## src/rtl/accumulator_sequencer_pkg.sv

```systemverilog
// accumulator_sequencer_pkg: opcodes, FSM states, flag indices and arithmetic_unit select codes
package accumulator_sequencer_pkg;
   localparam logic [2:0] OP_LOAD   = 3'd0;
   localparam logic [2:0] OP_ADD    = 3'd1;
   localparam logic [2:0] OP_INC    = 3'd2;
   localparam logic [2:0] OP_SUB    = 3'd3;
   localparam logic [2:0] OP_DEC    = 3'd4;
   localparam logic [2:0] OP_REPADD = 3'd5;
   localparam logic [2:0] OP_CLR    = 3'd6;
   localparam logic [2:0] OP_NOP    = 3'd7;

   typedef enum logic [1:0] {ST_IDLE, ST_EXEC, ST_REPEAT} state_e;

   localparam int FLG_N = 3;
   localparam int FLG_Z = 2;
   localparam int FLG_V = 1;
   localparam int FLG_C = 0;

   localparam logic [1:0] SEL_ADD = 2'b00;
   localparam logic [1:0] SEL_INC = 2'b01;
   localparam logic [1:0] SEL_SUB = 2'b10;
   localparam logic [1:0] SEL_DEC = 2'b11;

   function automatic logic [3:0] nz_only(input logic [7:0] v);
      logic [3:0] f;
      f = '0;
      f[FLG_N] = v[7];
      f[FLG_Z] = (v == 8'd0);
      return f;
   endfunction

   function automatic logic [1:0] alu_sel(input logic [2:0] op);
      return op == OP_INC ? SEL_INC : op == OP_SUB ? SEL_SUB : op == OP_DEC ? SEL_DEC : SEL_ADD;
   endfunction
endpackage

```

## src/rtl/arithmetic_unit.sv

```systemverilog
// arithmetic_unit: combinational 8-bit add/inc/sub/dec with NZVC flags
module arithmetic_unit import accumulator_sequencer_pkg::*; (
   input  logic [7:0] a_i,
   input  logic [7:0] b_i,
   input  logic [1:0] sel_i,
   output logic [7:0] result_o,
   output logic [3:0] flags_o
);
   logic [7:0] y;
   logic       cin;
   logic [8:0] sum;
   // subtraction is A + ~B + 1, so carry-out set means no borrow
   always_comb begin
      cin      = (sel_i == SEL_SUB) || (sel_i == SEL_DEC);
      y        = sel_i == SEL_INC ? 8'h01 : sel_i == SEL_SUB ? ~b_i : sel_i == SEL_DEC ? 8'hFE : b_i;
      sum      = {1'b0, a_i} + {1'b0, y} + {8'd0, cin};
      result_o = sum[7:0];
      flags_o  = nz_only(sum[7:0]);
      flags_o[FLG_V] = (a_i[7] == y[7]) && (sum[7] != a_i[7]);
      flags_o[FLG_C] = sum[8];
   end
endmodule

```

## src/rtl/accumulator_sequencer.sv

```systemverilog
// accumulator_sequencer: accumulator + NZVC register sequencing arithmetic_unit over a valid/ready command port
// Define ACCUMULATOR_STICKY_FLAGS_EN to OR-accumulate V/C across REPADD iterations.
module accumulator_sequencer import accumulator_sequencer_pkg::*; #(
   parameter int WIDTH = 8,
   parameter int CNT_W = 4
) (
   input  logic             clk,
   input  logic             rst,
   input  logic             cmd_valid,
   output logic             cmd_ready,
   input  logic [2:0]       cmd_op,
   input  logic [WIDTH-1:0] cmd_operand,
   input  logic [CNT_W-1:0] cmd_count,
   output logic [WIDTH-1:0] acc_o,
   output logic [3:0]       nzvc_o,
   output logic             busy_o,
   output logic             done_o
);
   state_e           state_q, state_d;
   logic [WIDTH-1:0] acc_q, acc_d, operand_q, operand_d, alu_res;
   logic [3:0]       nzvc_q, nzvc_d, alu_flags, rep_flags;
   logic [2:0]       op_q, op_d;
   logic [CNT_W-1:0] cnt_q, cnt_d;
   logic             done_q, done_d, accept, arith;

   assign cmd_ready = (state_q == ST_IDLE) && !rst;
   assign accept    = cmd_valid && cmd_ready;
   assign arith     = op_q inside {OP_ADD, OP_INC, OP_SUB, OP_DEC};
   assign acc_o     = acc_q;
   assign nzvc_o    = nzvc_q;
   assign busy_o    = state_q != ST_IDLE;
   assign done_o    = done_q;

   arithmetic_unit u_alu (
      .a_i      (acc_q),
      .b_i      (operand_q),
      .sel_i    (alu_sel(op_q)),
      .result_o (alu_res),
      .flags_o  (alu_flags)
   );

`ifdef ACCUMULATOR_STICKY_FLAGS_EN
   logic [1:0] vc_q, vc_d;
   // V/C history is cleared on every accept so only the current REPADD contributes
   always_comb begin
      vc_d      = accept ? 2'b00 : state_q == ST_REPEAT ? vc_q | alu_flags[FLG_V:FLG_C] : vc_q;
      rep_flags = {alu_flags[FLG_N:FLG_Z], alu_flags[FLG_V:FLG_C] | vc_q};
   end
   always_ff @(posedge clk) vc_q <= rst ? 2'b00 : vc_d;
`else
   assign rep_flags = alu_flags;
`endif

   always_comb begin
      state_d   = state_q;
      acc_d     = acc_q;
      nzvc_d    = nzvc_q;
      op_d      = op_q;
      operand_d = operand_q;
      cnt_d     = cnt_q;
      done_d    = 1'b0;
      case (state_q)
         ST_IDLE: if (accept) begin
            op_d      = cmd_op;
            operand_d = cmd_operand;
            cnt_d     = cmd_count;
            state_d   = (cmd_op == OP_REPADD && cmd_count != '0) ? ST_REPEAT : ST_EXEC;
         end
         ST_EXEC: begin
            acc_d   = op_q == OP_LOAD ? operand_q : op_q == OP_CLR ? '0 : arith ? alu_res : acc_q;
            nzvc_d  = (op_q == OP_LOAD || op_q == OP_CLR) ? nz_only(acc_d) : arith ? alu_flags : nzvc_q;
            done_d  = 1'b1;
            state_d = ST_IDLE;
         end
         ST_REPEAT: begin
            acc_d  = alu_res;
            nzvc_d = rep_flags;
            cnt_d  = cnt_q - 1'b1;
            if (cnt_q == CNT_W'(1)) begin
               done_d  = 1'b1;
               state_d = ST_IDLE;
            end
         end
         default: state_d = ST_IDLE;
      endcase
   end

   always_ff @(posedge clk) begin
      if (rst) begin
         state_q   <= ST_IDLE;
         acc_q     <= '0;
         nzvc_q    <= 4'b0100;
         op_q      <= OP_NOP;
         operand_q <= '0;
         cnt_q     <= '0;
         done_q    <= 1'b0;
      end else begin
         state_q   <= state_d;
         acc_q     <= acc_d;
         nzvc_q    <= nzvc_d;
         op_q      <= op_d;
         operand_q <= operand_d;
         cnt_q     <= cnt_d;
         done_q    <= done_d;
      end
   end
endmodule

```

## config.mk

```make
export PLATFORM = sky130hd
export DESIGN_NAME = accumulator_sequencer
export DESIGN_NICKNAME = d
export VERILOG_FILES = /design/src/rtl/accumulator_sequencer_pkg.sv /design/src/rtl/arithmetic_unit.sv /design/src/rtl/accumulator_sequencer.sv
export SDC_FILE = /design/constraint.sdc
export NUM_CORES = 1
export LEC_CHECK = 0
export CAP_MARGIN = 20
export CORE_MARGIN = 2
export CORE_UTILIZATION = 57
export CTS_BUF_LIST = sky130_fd_sc_hd__clkbuf_2
export CTS_CLUSTER_SIZE = 30
export DETAILED_ROUTE_END_ITERATION = 8
export PLACE_DENSITY = 0.88
export SLEW_MARGIN = 30
export SYNTH_ARGS = -nofsm -noshare
export SYNTH_HDL_FRONTEND = slang
export SYNTH_SLANG_ARGS = --single-unit
```

## constraint.sdc

```tcl
create_clock -name clk -period 3.6 [get_ports clk]
set_input_delay 0.36 -clock clk [delete_from_list [all_inputs] [get_ports clk]]
set_output_delay 0.36 -clock clk [all_outputs]
set_load 0.02 [all_outputs]
```

==> summary.txt <==
Status
  – Status: finished, final reports clean

Placement
  – Post-Place Cells: about 380
  – Post-DP HPWL: roughly 4200 µm
  – Placed Area: 2610 µm²
  – GP Congestion: between 0.9 and 1
  – Port bufs: 32

Synth
  – Synth top area share: roughly a quarter
  – Sequential area share after synthesis: 26.5%
  – Primary FF master, synth: dfxtp_1
  – Most numerous cell in the Yosys netlist: o21ai_0
  – Syn_area_per_cell: roughly 7.3 µm²
  – Top cells by count, synth: o21ai_0, nand2_1, dfxtp_1
  – Post-synth ARST share: 0%
  – Synth Net Count: ~340
  – Area contributors post-synth: dfxtp_1, o21ai_0, ha_1
  – Yosys warns: 0
  – Post-synthesis cell type count: 50
  – Gate Count Post-Synth: 311
  – Synthesized area: between 2000 and 2500 µm²
  – Largest area contributor in the netlist: dfxtp_1
  – EDFF count, synth: 0
  – Register bit count reported by yosys: 30

Pwr
  – P per Cell Area: 387 nW/µm²
  – Worst VDD drop: ~0.24 mV
  – Sw power: 0.422 mW
  – Register share of total power: approximately two fifths
  – Logic pwr share: 44.9%
  – Switching Fraction: 41.3%
  – Total leakage power: roughly 1.0 nW
  – Internal: 0.601 mW
  – Clock network power share: around 17%

Drt
  – Total number of vias: around 2400
  – DR iter-0 viols: 204
  – Vias per cell: 6.16
  – DR pass1 iterations: 5
  – DRC Markers: 0
  – Mean routed wirelength per cell: 14.8 µm
  – Total Routed Length: around 5700 µm
  – DRT antenna net count: 0

Clocking
  – CTS tree: built
  – CTS hold repair buffers: 0
  – Clk_lat worst skew: 380 ps
  – CTS resizes: 0
  – CTS Sinks: 30
  – Postcts setup bufs: 0
  – Clk root buf: clkbuf_2
  – CTS max path bufs: 2
  – Num CTS Buffers: 5
  – Clock Pin Slew Worst Setup and Hold Paths: ~160 ps
  – H-Tree Depth: 2

STA
  – RSZ-0062 raised after global routing: no
  – Hold Vio Cnt, Final: 0
  – Fmax: 314 MHz
  – Final Max Slew Viols: 0
  – Final Skew: around 20 ps
  – Rel. slew slack: roughly 53%
  – Final min period: 3180 ps
  – TNS Setup: 0 ps
  – Final setup vio count: 0
  – Final period util: a little under 90%
  – Slew @ Worst Pin: around 700 ps

Cells and area
  – Share of layout cells above drive strength 1: ~7.4%
  – Fin area: around 2600 µm²
  – Fin cells: roughly 390
  – Fin nets: about 370
  – Util after Layout: between 70% and 80%
  – Antenna diodes: 0
  – Area Growth Syn to Fin: 16.9%

Job
  – Max-cap violations: 0

Critical path
  – Max FO, Critical Path: 11
  – Worst EP required: 3880 ps
  – Worst path cell trace: or2_2 -> a21oi_1 -> nor2_1 -> fa_1 -> inv_1 -> fa_1 -> nor2b_4 -> o31a_4 -> o21ai_2 -> or3b_1 -> o21a_1 -> o41ai_2
  – Crit start category: flop
  – WS Path Type: reg2reg
  – Slowest-stage cell, CP: dfxtp_1
  – Crit path DAT: roughly 3500 ps
  – Worst path max stage delay: roughly 440 ps
  – CP dominant cell by count: fa_1
  – CP endpoint kind: flop

Floorplanning
  – Num ports: 33
  – Die Y: 67.0 µm
  – Initial core utilization: between 60% and 70%
  – Die area: roughly 4500 µm²
  – Row count: 22
  – Chip width: approximately 67 µm
  – Core area: between 3000 and 4000 µm²

Global route
  – Met3 Track Usage GR: ~6.4%
  – Layer with the highest usage: met2
  – First-pass GRT wire length: between 9000 and 10000 µm
  – Vias in the first global route: slightly above 2000
  – GRT overflow: 0
  – Grt met2 use: a little over two fifths
  – Met1 usage: approximately 39%
  – Initial antenna violation count: 0
  – Largest net degree at the start of global routing: 34
  – GRT Overall Usage: roughly 28%

Hold path
  – Hold crit path type: reg2reg
## cells in the final DEF, fill, tap and decap left out, types with 2 or more instances in the layout
cell type and instances:
o21ai_0 36, nand2_1 35, clkdlybuf4s50_1 32, dfxtp_1 30, nor2_1 29, a21oi_1 25
inv_1 17, nand2b_1 12, ha_1 12, nor3_1 10, o211ai_1 8, buf_4 6
nand3_1 5, and3_1 5, clkbuf_2 5, or2_2 4, a31oi_1 4, o21a_1 4
a211oi_1 4, a22oi_1 4, mux2i_1 3, o22ai_1 3, xnor2_1 3, xor2_1 3
nor2b_1 3, a311oi_1 3, a21boi_0 2, o21bai_1 2, a221oi_1 2, o21ai_2 2
nor4_1 2, o31ai_1 2, fa_1 2
## worst max-delay path: cells and delay by family (launching register included)
| family | cells | cell delay [ps] |
|---|---|---|
| AO/OA/AOI/OAI | 5 | 1000 |
| adder cells (fa/ha/maj) | 2 | 660 |
| buffers and inverters | 1 | 80 |
| flip-flops | 1 | 440 |
| AND/OR/NAND/NOR | 4 | 910 |
## flip-flops by register name, indices dropped and copies added (netlist names)
signal,cells
state_q,2
acc_o,8
nzvc_o,4
operand_q,8
op_q,3
cnt_q,4
done_o,1
## kinds of logic (layout without fill, tap and decap cells)
kind of cell | count (synthesis) | in the layout | share of synthesized area [%]
muxes | 3 | 3 | 1.33
buffers and inverters | 36 | 63 | 6.57
DFF | 30 | 30 | 26.5
and+or+nand+nor | 111 | 111 | 23.7
AOI/OAI and AO/OA | 111 | 111 | 31.2
xor gates and xnor gates | 6 | 6 | 2.32
adders and majority gates | 14 | 14 | 8.40
## power by group through the flow
stage	logic, mW	clock network, mW	registers, mW
finish	0.459	0.170	0.394
global route	0.504	0.188	0.398
CTS	0.450	0.173	0.393
detailed placement	0.448	0	0.400
global placement	0.436	0	0.398
floorplan	0.318	0	0.401
## cell type report
cell class | instances | area, µm²
Fill cell | 315 | 1100
Multi-Input combinational cell | 245 | 1520
Clock buffer | 5 | 25.0
Clock inverter | 3 | 16.3
Tap cell | 48 | 60.1
Inverter | 17 | 63.8
Sequential cell | 30 | 601
Timing Repair Buffer | 38 | 365
## layer usage
layer  share of wire (%)  routed length (µm)
met1                  45                2550
met2                  45                2580
met3                 8.3                 472
met5                   0                   0
met4                 1.8                 104
## per-stage QoR
stage	setup WS, ps	hold WS [ps]	total power [mW]
after floorplan	412	454	0.720
after global placement	637	437	0.834
after detailed placement	499	452	0.848
after CTS	440	475	1.02
after global routing	232	490	1.09
final	419	470	1.02
## worst paths after layout
kind | slack (ps) | end | startpoint | cells past startpoint
setup / recovery | 420 | nzvc_o[2]$_SDFFE_PP1P_ | op_q[1]$_SDFFE_PP1P_ | 12
hold reg to reg | 470 | nzvc_o[0]$_SDFFE_PP0P_ | nzvc_o[0]$_SDFFE_PP0P_ | 2
setup reg to reg | 420 | nzvc_o[2]$_SDFFE_PP1P_ | op_q[1]$_SDFFE_PP1P_ | 12
hold / removal | 470 | nzvc_o[0]$_SDFFE_PP0P_ | nzvc_o[0]$_SDFFE_PP0P_ | 2
(Power assumes the default switching activity.)
